--- src/rtl/dm_pkg.sv ---
// Shared types and default widths for the data-memory arbiter.
package dm_pkg;

  typedef enum logic [1:0] {
    IDLE  = 2'd0,
    OWN_C = 2'd1,
    OWN_H = 2'd2
  } arb_state_t;

  localparam int DEF_ADDR_W   = 8;
  localparam int DEF_WDATA_W  = 16;
  localparam int DEF_RDATA_W  = 8;
  localparam int DEF_MAX_HOLD = 4;

endpackage

--- src/rtl/dm_arbiter_rr_hold_fsm.sv ---
// Ownership FSM with hold counter: decides which port owns the memory each cycle.
module rr_hold_fsm
  import dm_pkg::*;
#(
  parameter int MAX_HOLD = DEF_MAX_HOLD
) (
  input  logic clk,
  input  logic rst,
  input  logic c_req,
  input  logic h_req,
  output logic c_gnt,
  output logic h_gnt
);

  localparam int HOLD_W = $clog2(MAX_HOLD + 1);

  arb_state_t          state_r;
  arb_state_t          state_next_s;
  logic [HOLD_W-1:0]   hold_r;
  logic [HOLD_W-1:0]   hold_next_s;
  logic                at_max_s;
  logic                gnt_c_s;
  logic                gnt_h_s;

  assign at_max_s = (hold_r == HOLD_W'(MAX_HOLD));
  assign c_gnt    = gnt_c_s;
  assign h_gnt    = gnt_h_s;

  // Grant decision and next-state/hold computation
  always_comb begin
    gnt_c_s      = 1'b0;
    gnt_h_s      = 1'b0;
    state_next_s = IDLE;
    hold_next_s  = {HOLD_W{1'b0}};

    case (state_r)
      IDLE: begin
        if (c_req) begin
          gnt_c_s = 1'b1;
        end else if (h_req) begin
          gnt_h_s = 1'b1;
        end else begin
          gnt_c_s = 1'b0;
        end
      end
      OWN_C: begin
        if (c_req && !(h_req && at_max_s)) begin
          gnt_c_s = 1'b1;
        end else if (h_req) begin
          gnt_h_s = 1'b1;
        end else begin
          gnt_c_s = 1'b0;
        end
      end
      OWN_H: begin
        if (h_req && !(c_req && at_max_s)) begin
          gnt_h_s = 1'b1;
        end else if (c_req) begin
          gnt_c_s = 1'b1;
        end else begin
          gnt_h_s = 1'b0;
        end
      end
      default: begin
        gnt_c_s = 1'b0;
        gnt_h_s = 1'b0;
      end
    endcase

    // Reset suppresses every grant so nothing reaches memory during reset
    if (rst) begin
      gnt_c_s = 1'b0;
      gnt_h_s = 1'b0;
    end else begin
      gnt_c_s = gnt_c_s;
    end

    if (gnt_c_s) begin
      state_next_s = OWN_C;
      hold_next_s  = (state_r != OWN_C) ? HOLD_W'(1) :
                     (at_max_s ? hold_r : hold_r + HOLD_W'(1));
    end else if (gnt_h_s) begin
      state_next_s = OWN_H;
      hold_next_s  = (state_r != OWN_H) ? HOLD_W'(1) :
                     (at_max_s ? hold_r : hold_r + HOLD_W'(1));
    end else begin
      state_next_s = IDLE;
      hold_next_s  = {HOLD_W{1'b0}};
    end
  end

  // State and hold counter registers
  always_ff @(posedge clk) begin
    if (rst) begin
      state_r <= IDLE;
      hold_r  <= {HOLD_W{1'b0}};
    end else begin
      state_r <= state_next_s;
      hold_r  <= hold_next_s;
    end
  end

endmodule

--- src/rtl/dm_arbiter.sv ---
// Two-port (core/host) arbiter in front of a single-port data memory.
module dm_arbiter
  import dm_pkg::*;
#(
  parameter int ADDR_W   = DEF_ADDR_W,
  parameter int WDATA_W  = DEF_WDATA_W,
  parameter int RDATA_W  = DEF_RDATA_W,
  parameter int MAX_HOLD = DEF_MAX_HOLD
) (
  input  logic               clk,
  input  logic               rst,
  input  logic               c_req,
  input  logic               c_we,
  input  logic [ADDR_W-1:0]  c_addr,
  input  logic [WDATA_W-1:0] c_wdata,
  output logic               c_gnt,
  output logic               c_rvalid,
  output logic [RDATA_W-1:0] c_rdata,
  input  logic               h_req,
  input  logic               h_we,
  input  logic [ADDR_W-1:0]  h_addr,
  input  logic [WDATA_W-1:0] h_wdata,
  output logic               h_gnt,
  output logic               h_rvalid,
  output logic [RDATA_W-1:0] h_rdata,
  output logic               mem_we,
  output logic [ADDR_W-1:0]  mem_addr,
  output logic [WDATA_W-1:0] mem_wdata,
  input  logic [RDATA_W-1:0] mem_rdata
);

  logic c_gnt_s;
  logic h_gnt_s;
  logic c_rvalid_r;
  logic h_rvalid_r;

  rr_hold_fsm #(
    .MAX_HOLD (MAX_HOLD)
  ) u_fsm (
    .clk   (clk),
    .rst   (rst),
    .c_req (c_req),
    .h_req (h_req),
    .c_gnt (c_gnt_s),
    .h_gnt (h_gnt_s)
  );

  assign c_gnt = c_gnt_s;
  assign h_gnt = h_gnt_s;

  // Memory port follows the host only when it holds the grant; core otherwise
  always_comb begin
    mem_we    = 1'b0;
    mem_addr  = c_addr;
    mem_wdata = c_wdata;
    if (h_gnt_s) begin
      mem_we    = h_we;
      mem_addr  = h_addr;
      mem_wdata = h_wdata;
    end else if (c_gnt_s) begin
      mem_we    = c_we;
    end else begin
      mem_we    = 1'b0;
    end
  end

  // Read-data valid tracks a granted read one cycle later (memory latency)
  always_ff @(posedge clk) begin
    if (rst) begin
      c_rvalid_r <= 1'b0;
      h_rvalid_r <= 1'b0;
    end else begin
      c_rvalid_r <= c_gnt_s & ~c_we;
      h_rvalid_r <= h_gnt_s & ~h_we;
    end
  end

  assign c_rvalid = c_rvalid_r;
  assign h_rvalid = h_rvalid_r;
  assign c_rdata  = mem_rdata;
  assign h_rdata  = mem_rdata;

endmodule

--- config.mk ---
export PLATFORM = sky130hd
export DESIGN_NAME = dm_arbiter
export DESIGN_NICKNAME = d
export VERILOG_FILES = /design/src/rtl/dm_pkg.sv /design/src/rtl/dm_arbiter_rr_hold_fsm.sv /design/src/rtl/dm_arbiter.sv
export SDC_FILE = /design/constraint.sdc
export NUM_CORES = 1
export LEC_CHECK = 0
export CAP_MARGIN = 20
export CORE_MARGIN = 5
export CORE_UTILIZATION = 55
export DETAILED_ROUTE_END_ITERATION = 8
export DONT_BUFFER_PORTS = 1
export PLACE_DENSITY = 0.73
export SETUP_SLACK_MARGIN = 0.02
export SLEW_MARGIN = 25
export SYNTH_ARGS = -nofsm -noshare
export SYNTH_HDL_FRONTEND = slang
export SYNTH_SLANG_ARGS = --single-unit
--- constraint.sdc ---
create_clock -name clk -period 1.9 [get_ports clk]
set_clock_uncertainty 0.2 [all_clocks]
set_input_delay 0.38 -clock clk [delete_from_list [all_inputs] [get_ports clk]]
set_output_delay 0.38 -clock clk [all_outputs]
set_load 0.01 [all_outputs]
# [Yosys cells after proc, flatten, opt, wreduce, memory -nomap -nowiden]
# Cells that the tools add are included.
[op_classes] add_sub_neg=1 eq_ne=5 mux=22 n_bitwise=4 n_reduce_logical=8
[op_table] operator="$mux W16" count=1
[op_table] operator="$mux W3" count=5
[op_table] operator="$mux W1" count=12
[op_table] operator="$mux W8" count=1
[op_table] operator="$pmux W1 S3" count=2
[op_table] operator="$logic_and A1 B1 Y1" count=4
[op_table] operator="$add A3 B1 Y3 const B" count=1
[op_table] operator="$eq A3 B3 Y1 const B" count=1
[op_table] operator="$and A1 B1 Y1" count=2
[op_table] operator="$eq A2 B1 Y1 const B" count=1
[op_table] operator="$eq A2 B2 Y1 const B" count=1
[op_table] operator="$logic_not A1 Y1" count=2
[op_table] operator="$logic_not A2 Y1" count=1
[op_table] operator="$mux W2" count=1
[op_table] operator="$ne A2 B1 Y1 const B" count=1
[op_table] operator="$ne A2 B2 Y1 const B" count=1
[op_table] operator="$not A1 Y1" count=2
[op_table] operator="$reduce_or A2 Y1" count=1
[totals] regBits=7 input_bits=62 output_inout_bits=45 wordCells=45

# [Longest topological paths before layout]
[depth] word_depth=9 mapped_depth=9 ltp_nobuf=7

# [Hierarchy]
# A second synthesis with hierarchy kept.
[unflattened] hier_cells=82 hier_area_um2=895.9
[modules_own_cells] mod="dm_arbiter" instances=1 cells_each=50 area_each_um2=564.3 seq_area_each_um2=40.0
[modules_own_cells] mod="rr_hold_fsm" instances=1 cells_each=32 area_each_um2=331.6 seq_area_each_um2=100.1

# [Worst setup path after synthesis]
# OpenSTA, ideal clock, no wires.
[synth_path] kind="register -> output" from="register u_fsm.hold_r[0]" to="output mem_addr[0]" arrival_time_ns=1.582 required_time_ns=1.320 path_slack_ns=-0.262 stages_incl_launch_ff=9 path_buffers=2 cell_sequence="dfxtp_1 -> inv_1 -> ha_1 -> nand2_1 -> mux2i_1 -> a21o_1 -> buf_6 -> buf_12 -> mux2_4"
[synth_via] elab_chain_len=8 elab_cells_between_ends=12 cone_classes="1 x eq/ne; 5 x mux; 6 x reduce/logical"
[synth_lines] item="start, declared" line="dm_arbiter_rr_hold_fsm.sv:19" rtl="logic [HOLD_W-1:0] hold_r;"
[synth_lines] item="start signal, assigned" line="dm_arbiter_rr_hold_fsm.sv:96" rtl="hold_r <= {HOLD_W{1'b0}};"
[synth_lines] item="start signal, assigned" line="dm_arbiter_rr_hold_fsm.sv:99" rtl="hold_r <= hold_next_s;"
[synth_lines] item="$eq A3 B3 Y1 *" line="dm_arbiter_rr_hold_fsm.sv:25" rtl="assign at_max_s = (hold_r == HOLD_W'(MAX_HOLD));"
[synth_lines] item="$logic_and A1 B1 Y1 (on tied branches)" line="dm_arbiter_rr_hold_fsm.sv:56, dm_arbiter_rr_hold_fsm.sv:47"
[synth_lines] item="$logic_not A1 Y1 (on tied branches)" line="dm_arbiter_rr_hold_fsm.sv:56, dm_arbiter_rr_hold_fsm.sv:47"
[synth_lines] item="$logic_and A1 B1 Y1 (on tied branches)" line="dm_arbiter_rr_hold_fsm.sv:56, dm_arbiter_rr_hold_fsm.sv:47"
[synth_lines] item="$mux W1 (on tied branches)" line="dm_arbiter_rr_hold_fsm.sv:56, dm_arbiter_rr_hold_fsm.sv:47"
[synth_lines] item="$pmux W1 S3 *" line="dm_arbiter_rr_hold_fsm.sv:36" rtl="case (state_r)"
[synth_lines] item="$mux W1 *" line="dm_arbiter_rr_hold_fsm.sv:71" rtl="if (rst) begin"
[synth_lines] item="$mux W8 *" line="dm_arbiter.sv:56" rtl="if (h_gnt_s) begin"
[synth_lines] item="end, declared" line="dm_arbiter.sv:27" rtl="output logic [ADDR_W-1:0] mem_addr,"
# Mark *: on every way between the ends. The rest lies on a longest branch, timed or not.

# [Worst setup path after layout]
[layout_path] from="register u_fsm.hold_r[0]" to="output mem_addr[4]"
# The elaborated chain is that of the path after synthesis.

==> run_results.csv <==
group,metric,value,unit
outcome,run_status,"complete, but fails checks",
outcome,failed_checks,"negative setup slack",
clocking,cts-buffers-inserted,3,
setup_path,startpoint_type,"flop",
placed_design,place.detailed.instances,92,
placed_design,hpwl,1.768,mm
setup_path,worst_ep_required_time,1.32,ns
drt,met2RoutedLength,1.402,mm
cells_and_area,design.final.nets,161,
floorplan,design.core.area,1506,µm²
setup_path,rr_worst_depth,9,
global_routing,grt_remaining_overflow,0,
yosys,synth_top_cell_area_share,27.27,%
drt,via_count,676,
placed_design,port-buffer-count,0,
cells_and_area,drive_gt1_share,70.83,%
cells_and_area,layout.cells.non_filler,112,
sta,max_slew_violations,0,
drt,routedLengthMet1,871,µm
cells_and_area,syn_to_final_growth,28.98,%
sta,final-setup-viol-count,30,
clocking,max-clock-path-buffers,2,
setup_path,critical_path.slowest_cell,"dfxtp_2",
clocking,clock_sink_count,7,
yosys,synth_largest_area_cell,"mux2_4",
yosys,post_synthesis_instance_area,880.8,µm²
yosys,asyncSetResetFlopFracSynth,0,%
min_path,hold_depth,1,
sta,hold_viol,0,
clocking,worst_setup_hold_path_clk_slew,0.06,ns
drt,firstDrtPassIters,3,
yosys,synth.ff_latch_count,7,
setup_path,crit_path_cell_trace,"inv_2 -> ha_4 -> nand2_4 -> mux2i_1 -> a21o_2 -> buf_6 -> buf_16 -> mux2_4",
global_routing,first_pass_grt_wire_length,3.739,mm
yosys,synth_flop_cell,"dfxtp_1",
setup_path,crit_arrival,1.77,ns
drt,detail_route_met3_wl,184,µm
cells_and_area,antenna-diode-count,0,
floorplan,initial_core_util,58.47,%
sta,final_period_minus_worst_setup_slack,2.350,ns
setup_path,cp_slowest_stage_delay,0.33,ns
clocking,cts_tree,"done",
drt,highest_layer,"met4",
drt,antenna_violating_nets_post_route,0,
clocking,worst_skew_pair.late_latency,0.25,ns
sta,max_freq,425.6,MHz
drt,post_drt_via_cell_ratio,6.036,
global_routing,grt_start_max_net_pins,7,
placed_design,pre_cts_slack,-0.2302,ns
floorplan,dieWidth,50.02,µm
clocking,clock_tree.root_cell,"clkbuf_4",
power,irDropWorstVdd,0.3578,mV
floorplan,dieArea,2502,µm²
sta,worst_slack,-0.4496,ns
floorplan,chipHeight,50.02,µm
yosys,synthCells,85,
global_routing,grt_util_all_layers,18.50,%
drt,post-route-drc-count,0,
sta,rsz_0062_raised_after_global_routing,"yes",
setup_path,highest_fanout_seen_on_the_critical_path,6,
sta,slew_headroom,82.74,%
floorplan,io_pins,107,
power,power.leakage,0.5596,nW
drt,post_drt_wl_per_cell,21.97,µm
yosys,synth_enable_flop_cells,0,
power,design_power_total,512.3,µW
yosys,yosys_warnings,0,
setup_path,setup.worst_path.class,"flop to primary output",
min_path,worst_hold_path_class,"input pin to flop",
global_routing,grt_pass1_vias,799,
yosys,syn_nets,149,
cells_and_area,fraction_of_the_core_area_covered_by_cells_at_the_end_of_the_flow,75.42,%
sta,period_share,123.7,%
global_routing,antenna_violations_before_repair,0,
job,maxCapViolCount,0,
floorplan,row_count,14,
yosys,synth_cell_types,29,
placed_design,gpl.final_weighted_congestion,0.7775,
power,power.density_cell_area,450.9,nW/µm²
sta,tns,-11.08,ns
setup_path,critical_path_endpoint_category,"primary output",
yosys,yosysSeqAreaShare,15.91,%
yosys,avgSynthCellArea,10.36,µm²
yosys,netlist_top_cells_area,"mux2_4 (27%), dfxtp_1 (16%), buf_4 (14%), mux2_2 (10%), buf_12 (4.5%)",
drt,dr.first_iter.drc_count,10,
yosys,synth_commonest_cells,"buf_4 (16), mux2_4 (16), mux2_2 (8), dfxtp_1 (7), nand2_1 (7)",
drt,drt-total-wl,2.461,mm
sta,worst_slew_pin_slew,0.2572,ns
clocking,cts.htree.levels,1,
## state kept, by name (all words and copies together), names as in the netlist
name           count
u_fsm.hold_r       3
u_fsm.state_r      2
c_rvalid           1
h_rvalid           1
## worst paths after layout
kind,end,startpoint,slack [ns]
setup / recovery,mem_addr[4],u_fsm.hold_r[0]$_SDFF_PP0_,-0.45
hold / removal,u_fsm.state_r[0]$_SDFF_PP0_,c_req,0.08
setup reg to reg,u_fsm.hold_r[0]$_SDFF_PP0_,u_fsm.hold_r[0]$_SDFF_PP0_,-0.12
hold reg to reg,u_fsm.hold_r[1]$_SDFF_PP0_,u_fsm.hold_r[1]$_SDFF_PP0_,0.42
## metal layers
| layer | global-route usage [%] | vias up |
|---|---|---|
| met1 | 19.57 | 318 |
| li1 | - | 311 |
| met5 | 0 | - |
| met4 | 5.677 | 0 |
| met3 | 6.325 | 2 |
| met2 | 33.47 | 45 |
## worst max-delay path: cells and delay by family, from the launching register on
kind                       cells  cell delay [ns]
AOI/OAI and AO/OA              1             0.19
adders and majority gates      1             0.16
buffers and inverters          3             0.31
DFF                            1             0.33
muxes                          2             0.49
and+or+nand+nor                1             0.05
## cell families (layout without fill, tap and decap cells)
| group | after synthesis | in the layout | share of synthesized area [%] |
|---|---|---|---|
| and+or+nand+nor | 16 | 16 | 9.092 |
| buffers and inverters | 24 | 35 | 21.73 |
| DFF | 7 | 7 | 15.91 |
| xor gates and xnor gates | 1 | 1 | 0.9945 |
| adders and majority gates | 2 | 2 | 2.840 |
| AOI/OAI and AO/OA | 10 | 10 | 10.80 |
| muxes | 25 | 25 | 38.64 |
## layout make-up
cell class,count,area (µm²)
repair buffers,27,289.0
flip-flops and latches,7,142.6
inverters,4,20.02
well taps,16,20.02
multi-input cells,54,636.9
fillers,94,370.4
clock buffers,3,22.52
clock inverters,1,5.005
## through the flow
stage,area [µm²],hold slack (ns)
finish,1136,0.07905
global route,1136,0.06877
CTS,1110,0.06294
detailed placement,842.1,0.2522
global placement,842.1,0.2511
floorplan,903.4,0.2489
## report_power, final
| group | leakage, nW | internal (mW) | switching, mW |
|---|---|---|---|
| clock network | 0.0177 | 0.0771 | 0.0601 |
| registers | 0.0581 | 0.154 | 0.00655 |
| logic | 0.484 | 0.128 | 0.0870 |
| total | 0.560 | 0.359 | 0.154 |
## layout by cell type, fill, tap and decap left out, drive strengths merged, types with 2 or more instances in the layout
cell         instances
buf                 24
clkbuf               3
dfxtp                7
dlygate4sd3          3
ha                   2
inv                  4
mux2                24
nand2                7
nor2                 3
o2111a               2
## what timing repair did
action,CTS,global route
hold endpoints to repair,4,0
gates resized for setup,21,7
pin swaps,3,4
hold buffers,3,0
setup buffers,9,6
endpoints found under the setup margin,27,30
gates cloned,3,0
No activity file was read; power rests on OpenSTA's default activity.
